**src/rtl/usr_pkg.sv**
```systemverilog
// Shared definitions for the universal shift register: operation codes,
// sequencer state encoding and a helper to classify burst-capable operations.
package usr_pkg;

  localparam int MODE_W = 3;
  typedef logic [MODE_W-1:0] mode_t;

  localparam mode_t MODE_HOLD = 3'd0;
  localparam mode_t MODE_SHL  = 3'd1;
  localparam mode_t MODE_LOAD = 3'd2;
  localparam mode_t MODE_SHR  = 3'd3;
  localparam mode_t MODE_ROL  = 3'd4;
  localparam mode_t MODE_ROR  = 3'd5;
  localparam mode_t MODE_ASR  = 3'd6;
  localparam mode_t MODE_RSVD = 3'd7;

  typedef enum logic [1:0] {
    ST_IDLE = 2'd0,
    ST_RUN  = 2'd1,
    ST_DONE = 2'd2
  } state_t;

  // Only shift and rotate operations can be repeated by the sequencer.
  function automatic logic is_burst_op(input mode_t m);
    return (m == MODE_SHL) || (m == MODE_SHR) || (m == MODE_ROL) ||
           (m == MODE_ROR) || (m == MODE_ASR);
  endfunction

endpackage

```
**src/rtl/usr_shift_op.sv**
```systemverilog
// Combinational next-value function of the register for one operation;
// shared by the direct-mode path and the burst sequencer.
module usr_shift_op
  import usr_pkg::*;
#(
  parameter int WIDTH = 8
) (
  input  logic [WIDTH-1:0] q,
  input  mode_t            op,
  input  logic [WIDTH-1:0] d,
  input  logic             s_in_l,
  input  logic             s_in_r,
  output logic [WIDTH-1:0] q_next
);

  always_comb begin
    // NOTE: q_next is assigned on every path (default first, then the case)
    // so no latch can be inferred for unlisted op codes.
    q_next = q;
    case (op)
      MODE_HOLD, MODE_RSVD: q_next = q;
      MODE_SHL:  q_next = {q[WIDTH-2:0], s_in_l};
      MODE_LOAD: q_next = d;
      MODE_SHR:  q_next = {s_in_r, q[WIDTH-1:1]};
      MODE_ROL:  q_next = {q[WIDTH-2:0], q[WIDTH-1]};
      MODE_ROR:  q_next = {q[0], q[WIDTH-1:1]};
      MODE_ASR:  q_next = {q[WIDTH-1], q[WIDTH-1:1]};
      default:   q_next = q;
    endcase
  end

endmodule

```
**src/rtl/univ_shift_reg_seq.sv**
```systemverilog
// WIDTH-bit universal shift register with a burst sequencer that repeats a
// shift/rotate amt times from a single start pulse (busy/done handshake).
module univ_shift_reg_seq
  import usr_pkg::*;
#(
  parameter  int WIDTH = 8,
  localparam int CNT_W = $clog2(WIDTH + 1)
) (
  input  logic              clk,
  input  logic              rst_n,   // active-high asynchronous reset
  input  logic              en,
  input  logic [MODE_W-1:0] mode,
  input  logic [WIDTH-1:0]  d,
  input  logic              s_in_l,
  input  logic              s_in_r,
  input  logic              start,
  input  logic [CNT_W-1:0]  amt,
  output logic [WIDTH-1:0]  q,
  output logic              s_out_l,
  output logic              s_out_r,
  output logic              busy,
  output logic              done
);

  state_t             state, state_next;
  logic [CNT_W-1:0]   cnt, cnt_next;
  mode_t              op_q, op_next;
  mode_t              op_sel;
  logic [WIDTH-1:0]   op_result;
  logic [WIDTH-1:0]   q_next;
  logic [CNT_W-1:0]   amt_sat;

  assign amt_sat = (amt > CNT_W'(WIDTH)) ? CNT_W'(WIDTH) : amt;

  // While a burst runs the latched op drives the datapath; live mode is ignored.
  assign op_sel = (state == ST_RUN) ? op_q : mode_t'(mode);

  usr_shift_op #(
    .WIDTH (WIDTH)
  ) u_shift_op (
    .q      (q),
    .op     (op_sel),
    .d      (d),
    .s_in_l (s_in_l),
    .s_in_r (s_in_r),
    .q_next (op_result)
  );

  always_comb begin
    state_next = state;
    q_next     = q;
    cnt_next   = cnt;
    op_next    = op_q;

    case (state)
      ST_IDLE: begin
        if (start && is_burst_op(mode_t'(mode))) begin
          op_next = mode_t'(mode);
          if (amt_sat == '0) begin
            state_next = ST_DONE;
          end else begin
            q_next     = op_result;
            cnt_next   = amt_sat - CNT_W'(1);
            state_next = (amt_sat > CNT_W'(1)) ? ST_RUN : ST_DONE;
          end
        end else begin
          q_next = op_result;
        end
      end

      ST_RUN: begin
        q_next   = op_result;
        cnt_next = cnt - CNT_W'(1);
        if (cnt == CNT_W'(1)) state_next = ST_DONE;
      end

      ST_DONE: begin
        state_next = ST_IDLE;
      end

      default: begin
        state_next = ST_IDLE;
      end
    endcase
  end

  // NOTE: state registers use non-blocking assignments so every flop samples
  // the pre-edge values regardless of statement order.
  always_ff @(posedge clk or posedge rst_n) begin
    if (rst_n) begin
      state <= ST_IDLE;
      q     <= '0;
      cnt   <= '0;
      op_q  <= MODE_HOLD;
    end else if (en) begin
      state <= state_next;
      q     <= q_next;
      cnt   <= cnt_next;
      op_q  <= op_next;
    end
  end

  assign s_out_l = q[WIDTH-1];
  assign s_out_r = q[0];
  assign busy    = (state == ST_RUN);
  assign done    = (state == ST_DONE);

endmodule

```
**config.mk**
```make
export PLATFORM = sky130hd
export DESIGN_NAME = univ_shift_reg_seq
export DESIGN_NICKNAME = d
export VERILOG_FILES = /design/src/rtl/usr_pkg.sv /design/src/rtl/usr_shift_op.sv /design/src/rtl/univ_shift_reg_seq.sv
export SDC_FILE = /design/constraint.sdc
export NUM_CORES = 1
export LEC_CHECK = 0
export BUFFER_PORTS_ARGS = -buffer_cell sky130_fd_sc_hd__buf_2
export CORE_MARGIN = 2
export CORE_UTILIZATION = 48
export DETAILED_ROUTE_END_ITERATION = 10
export PLACE_DENSITY_LB_ADDON = 0.12
export SLEW_MARGIN = 30
export SYNTH_ARGS = -nofsm -noshare
export SYNTH_HDL_FRONTEND = slang
export SYNTH_SLANG_ARGS = --single-unit
```
**constraint.sdc**
```tcl
create_clock -name clk -period 1.85 [get_ports clk]
set_input_delay 0.37 -clock clk [delete_from_list [all_inputs] [get_ports clk]]
set_output_delay 0.37 -clock clk [all_outputs]
set_load 0.005 [all_outputs]
```
# After elaboration in Yosys (flattened, before gate mapping)
# Cells that the tools add are included.
# W data, S select, Z words.
[word_totals]
regBits = 17
in_bits = 21
output_inout_bits = 12
elab_cells = 55
[classes]
add_sub_neg = 2
magnitude_cmp = 2
n_eq_ne = 19
mux = 14
n_reduce_logical = 14
[ops]
columns = ["cell", "n"]
rows = [
  ["$pmux W8 S7", 1],
  ["$eq A3 B3 Y1 const B", 7],
  ["$mux W8", 2],
  ["$pmux W8 S2", 1],
  ["$mux W4", 3],
  ["$eq A3 B2 Y1 const B", 3],
  ["$reduce_and A3 Y1", 3],
  ["$mux W2", 4],
  ["$pmux W4 S2", 1],
  ["$sub A4 B1 Y4 const B", 2],
  ["$eq A3 B1 Y1 const B", 2],
  ["$eq A4 B1 Y1 const B", 1],
  ["$gt A4 B1 Y1 const B", 1],
  ["$gt A4 B4 Y1 const B", 1],
  ["$logic_not A4 Y1", 1],
  ["$logic_or A1 B1 Y1", 4],
  ["$ne A2 B2 Y1 const B", 2],
  ["$pmux W2 S2", 1],
  ["$reduce_and A4 Y1", 1],
  ["$logic_not A3 Y1", 1],
  ["$mux W3", 1],
  ["$ne A3 B3 Y1 const B", 1],
  ["$eq A2 B1 Y1 const B", 1],
  ["$eq A2 B2 Y1 const B", 1],
  ["other kinds (5)", 5],
]

# Logic depth before layout (Yosys ltp)
[depth]
depth_word = 8
depth_mapped = 7
mapped_depth_nobuf = 6

# Hierarchy
# From an unflattened synthesis, not the netlist that was laid out.
[hier_totals]
hier_cells = 144
hier_area_um2 = 1380.1
[by_module_without_submodules]
columns = ["module", "instances", "cells_each", "area_each_um2", "seq_area_each_um2"]
rows = [
  ["univ_shift_reg_seq", 1, 100, 998.5, 425.4],
  ["usr_shift_op", 1, 44, 381.6, 0.0],
]

# Worst setup path before layout
# Ideal clock, no wire load.
[synth_path]
path_type = "register -> register"
from = "reg state[0]"
to = "reg q[7]"
setup_ns = 0.136
t_arrival_ns = 1.710
required_time_ns = 1.714
path_slack_ns = 0.005
path_stages_with_launch = 7
path_buffers = 1
synth_period_minus_slack_ns = 1.845
path_cell_list = "dfrtp_1 nand2b_1 buf_6 mux2i_4 mux2_2 a222oi_1 mux2i_1"
[synth_via]
elab_chain_cells = 8
word_cells_on_any_way = 19
cone_classes = "eq/ne: 9; mux: 5; reduce/logical: 5"
[synth_lines]
columns = ["item", "line", "text"]
rows = [
  ["start: declaration", "univ_shift_reg_seq.sv:25", "state_t state, state_next;"],
  ["start signal: assignment", "univ_shift_reg_seq.sv:96", "state <= state_next;"],
  ["$eq A2 B1 Y1", "univ_shift_reg_seq.sv:36, univ_shift_reg_seq.sv:55", ""],
  ["$mux W3", "univ_shift_reg_seq.sv:36", "assign op_sel = (state == ST_RUN) ? op_q : mode_t'(mode);"],
  ["$eq A3 B3 Y1 or $logic_not A3 Y1 (tied branches)", "usr_shift_op.sv:20", "case (op)"],
  ["$reduce_or A2 Y1", "usr_shift_op.sv:20", ""],
  ["$pmux W8 S7", "usr_shift_op.sv:20", ""],
  ["$mux W8", "univ_shift_reg_seq.sv:59", "if (amt_sat == '0) begin"],
  ["$mux W8", "univ_shift_reg_seq.sv:57", "if (start && is_burst_op(mode_t'(mode))) begin"],
  ["$pmux W8 S2", "univ_shift_reg_seq.sv:55", "case (state)"],
  ["end signal: assignment", "univ_shift_reg_seq.sv:97", "q <= q_next;"],
  ["end: declaration", "univ_shift_reg_seq.sv:18", "output logic [WIDTH-1:0] q,"],
]
# Several ways; a longest one is shown, not always the timed one. The select of a mux whose other input is x is not followed.
# A chain may end at the register's enable or synchronous reset.

# Worst setup path after layout
# Same ends and word-level chain as after synthesis.

==> flow_summary.ini <==
[power_and_ir_drop]
vdd_drop_max_v = 0.00119
leakagePower_nw = 0.836
finalPower_mw = 3.07
p_per_area_nw_per_um2 = 1730

[timing]
finClkSkew_ps = 4.33
fin_setup_tns_ps = 0
fin_crit_ps = 1830
whs_ps = 150
period_share_pct = 99.0
finalHoldViolCount = 0
maxSlewViolCount = 0
slew_headroom_pct = 54.2
max_freq_mhz = 546
setup_viol = 0
tightest_slew_ps = 686
rsz0062_at_grt = yes

[logic_synthesis]
synth_top_family_by_area = compound AO/OA/AOI/OAI gates
yosysWarnings = 0
synth_ff_type = dfrtp_1
syn_inst = 147
async_flop_share_pct = 100
synth_xor_area_share_pct = 1.92
synth_area_per_cell_sq_um = 9.33
synthDistinctLibCells = 46
synth_adder_area_share_pct = 3.65
synth-seq-area-share_pct = 31.0
yosys.area_share.simple_pct = 19.6
ys_seq_elements = 17
synth_edf_count = 0
synth-compound-area-share_pct = 21.4
synth_mux_area_share_pct = 14.1
syn_area_sq_um = 1370
synth_nets = 172

[routing]
drc = 0
vias = 1352
drt-vias-per-instance = 6.01
firstDrtPassIters = 5
first_iter_violations = 86
routed_wl_um = 3670
wire_per_inst_um = 16.3
ant_nets = 0

[global_route]
grt_pass1_wl_um = 5780
met2_usage_pct = 37.8
antenna_found_initial = 0
grtUsageTotal_pct = 22.6
met1_usage_pct = 30.6
met3_usage_pct = 2.04
busiest_layer = met2
overflow = 0
grt_max_degree = 18
grt_pass1_vias = 1235

[clocking]
clock_latency_ps = 300
root_buffer = clkbuf_4
cts_made_buffers = 3
htreeDepth = 1
cts_buffer_depth = 2
clkSinkCount = 17
tritoncts = yes
path_clk_slew_ps = 110
hold_buffers = 0

[cells_and_area]
drive_gt1_share_pct = 38.1
area_delta_synth_final_pct = 29.6
fillCellCount = 234
layout_commonest_cell = buf_2
diodes = 0
final_cell_mix = buf_2 (32), dfrtp_1 (17), buf_4 (17)
final_util_pct = 65.0
finalNetCount = 220
finalNonFillerCells = 225

[die]
die_w_um = 57.5
core_area_sq_um = 2730
die-height_um = 57.5
io_pins = 33
rows = 19
initial_utilization_pct = 50.2
dieArea_sq_um = 3300

[worst_setup_path]
worstPathRequired_ps = 2040
cp-start-kind = flop
path_max_fanout = 6
worstSetupPathType = flop to flop
r2r-start = state[0]
r2r_cells = 6
crit_arrival_ps = 2020
endpoint_kind = flop
critPathLaunch = state[0]

[placement]
place_congestion = 0.863
dp.cells = 216
portBuffers = 32
dpl.hpwl_um = 2640

[outcome]
outcome = complete, no violations

[job]
cap_violations = 0

[hold_path]
worstHoldPathType = input port to async pin
-- critical path, stage by stage (launching register included) --
cell	delay (ps)
dfrtp_1	440
buf_6	150
and4b_1	220
a31oi_4	260
o32ai_4	180
a222oi_1	350
mux2i_1	110
-- registers in the layout (all words and copies together), names as in the netlist --
signal,flops
q,8
cnt,4
op_q,3
state,2
-- stage by stage --
stage	cell area, sq um	worst slack (ps)
2_1_floorplan	1370	4.51
3_3_place_gp	1630	-28.5
3_5_place_dp	1630	-83.9
4_1_cts	1710	-6.98
5_1_grt	1780	-64.1
6_report	1780	19.1
-- where the power goes --
group / internal (mW) / switching, mW / total (mW) / leakage [nW]
logic: 1.07 / 0.990 / 2.06 / 0.608
clock network: 0.0806 / 0.134 / 0.215 / 0.0177
registers: 0.552 / 0.249 / 0.801 / 0.210
total: 1.70 / 1.37 / 3.07 / 0.836
-- final cells by class --
type	instances	area, sq um	share of cell area [%]
inverter	16	60.1	3.38
clock inverter	1	5.00	0.282
multi-input combinational	105	910	51.2
sequential	17	425	23.9
timing repair buffer	52	315	17.7
clock buffer	3	22.5	1.27
tap	31	38.8	2.18
-- synthesized netlist by cell type, types with 5 or more instances --
cell | number | area [sq um]
mux2i_1 | 11 | 110
nand2b_1 | 6 | 37.5
o21ai_0 | 6 | 30.0
nand2_1 | 6 | 22.5
a222oi_1 | 7 | 70.1
nor2_1 | 10 | 37.5
inv_1 | 16 | 60.1
a31oi_1 | 5 | 31.3
dfrtp_1 | 17 | 425
-- logic make-up (layout without fill, tap and decap cells) --
logic type,Yosys count,after routing
adders and majority gates,4,4
DFF,17,17
buffers and inverters,25,72
muxes,17,17
AOI/OAI and AO/OA,36,36
and+or+nand+nor,45,45
xor gates and xnor gates,3,3
-- final timing paths --
path                            end  slack [ps]
min in group clk           state[1]         350
max in group asynchronous   op_q[2]        1260
max reg2reg                    q[7]          20
min reg2reg                  cnt[1]         530
min                            q[1]         150
max                            q[7]          20
-- metal layers --
| metal | wire [um] | share of wire [%] |
|---|---|---|
| met1 | 1560 | 43 |
| met2 | 1900 | 52 |
| met3 | 157 | 4.3 |
| met4 | 47 | 1.3 |
| met5 | 0 | 0 |
-- timing repair --
item,4_1_cts,5_1_grt
gates cloned,0,0
pin swaps,7,3
setup endpoints to repair,8,9
gates resized for setup,8,6
buffers inserted,1,4
No activity file was read; power rests on OpenSTA's default activity.
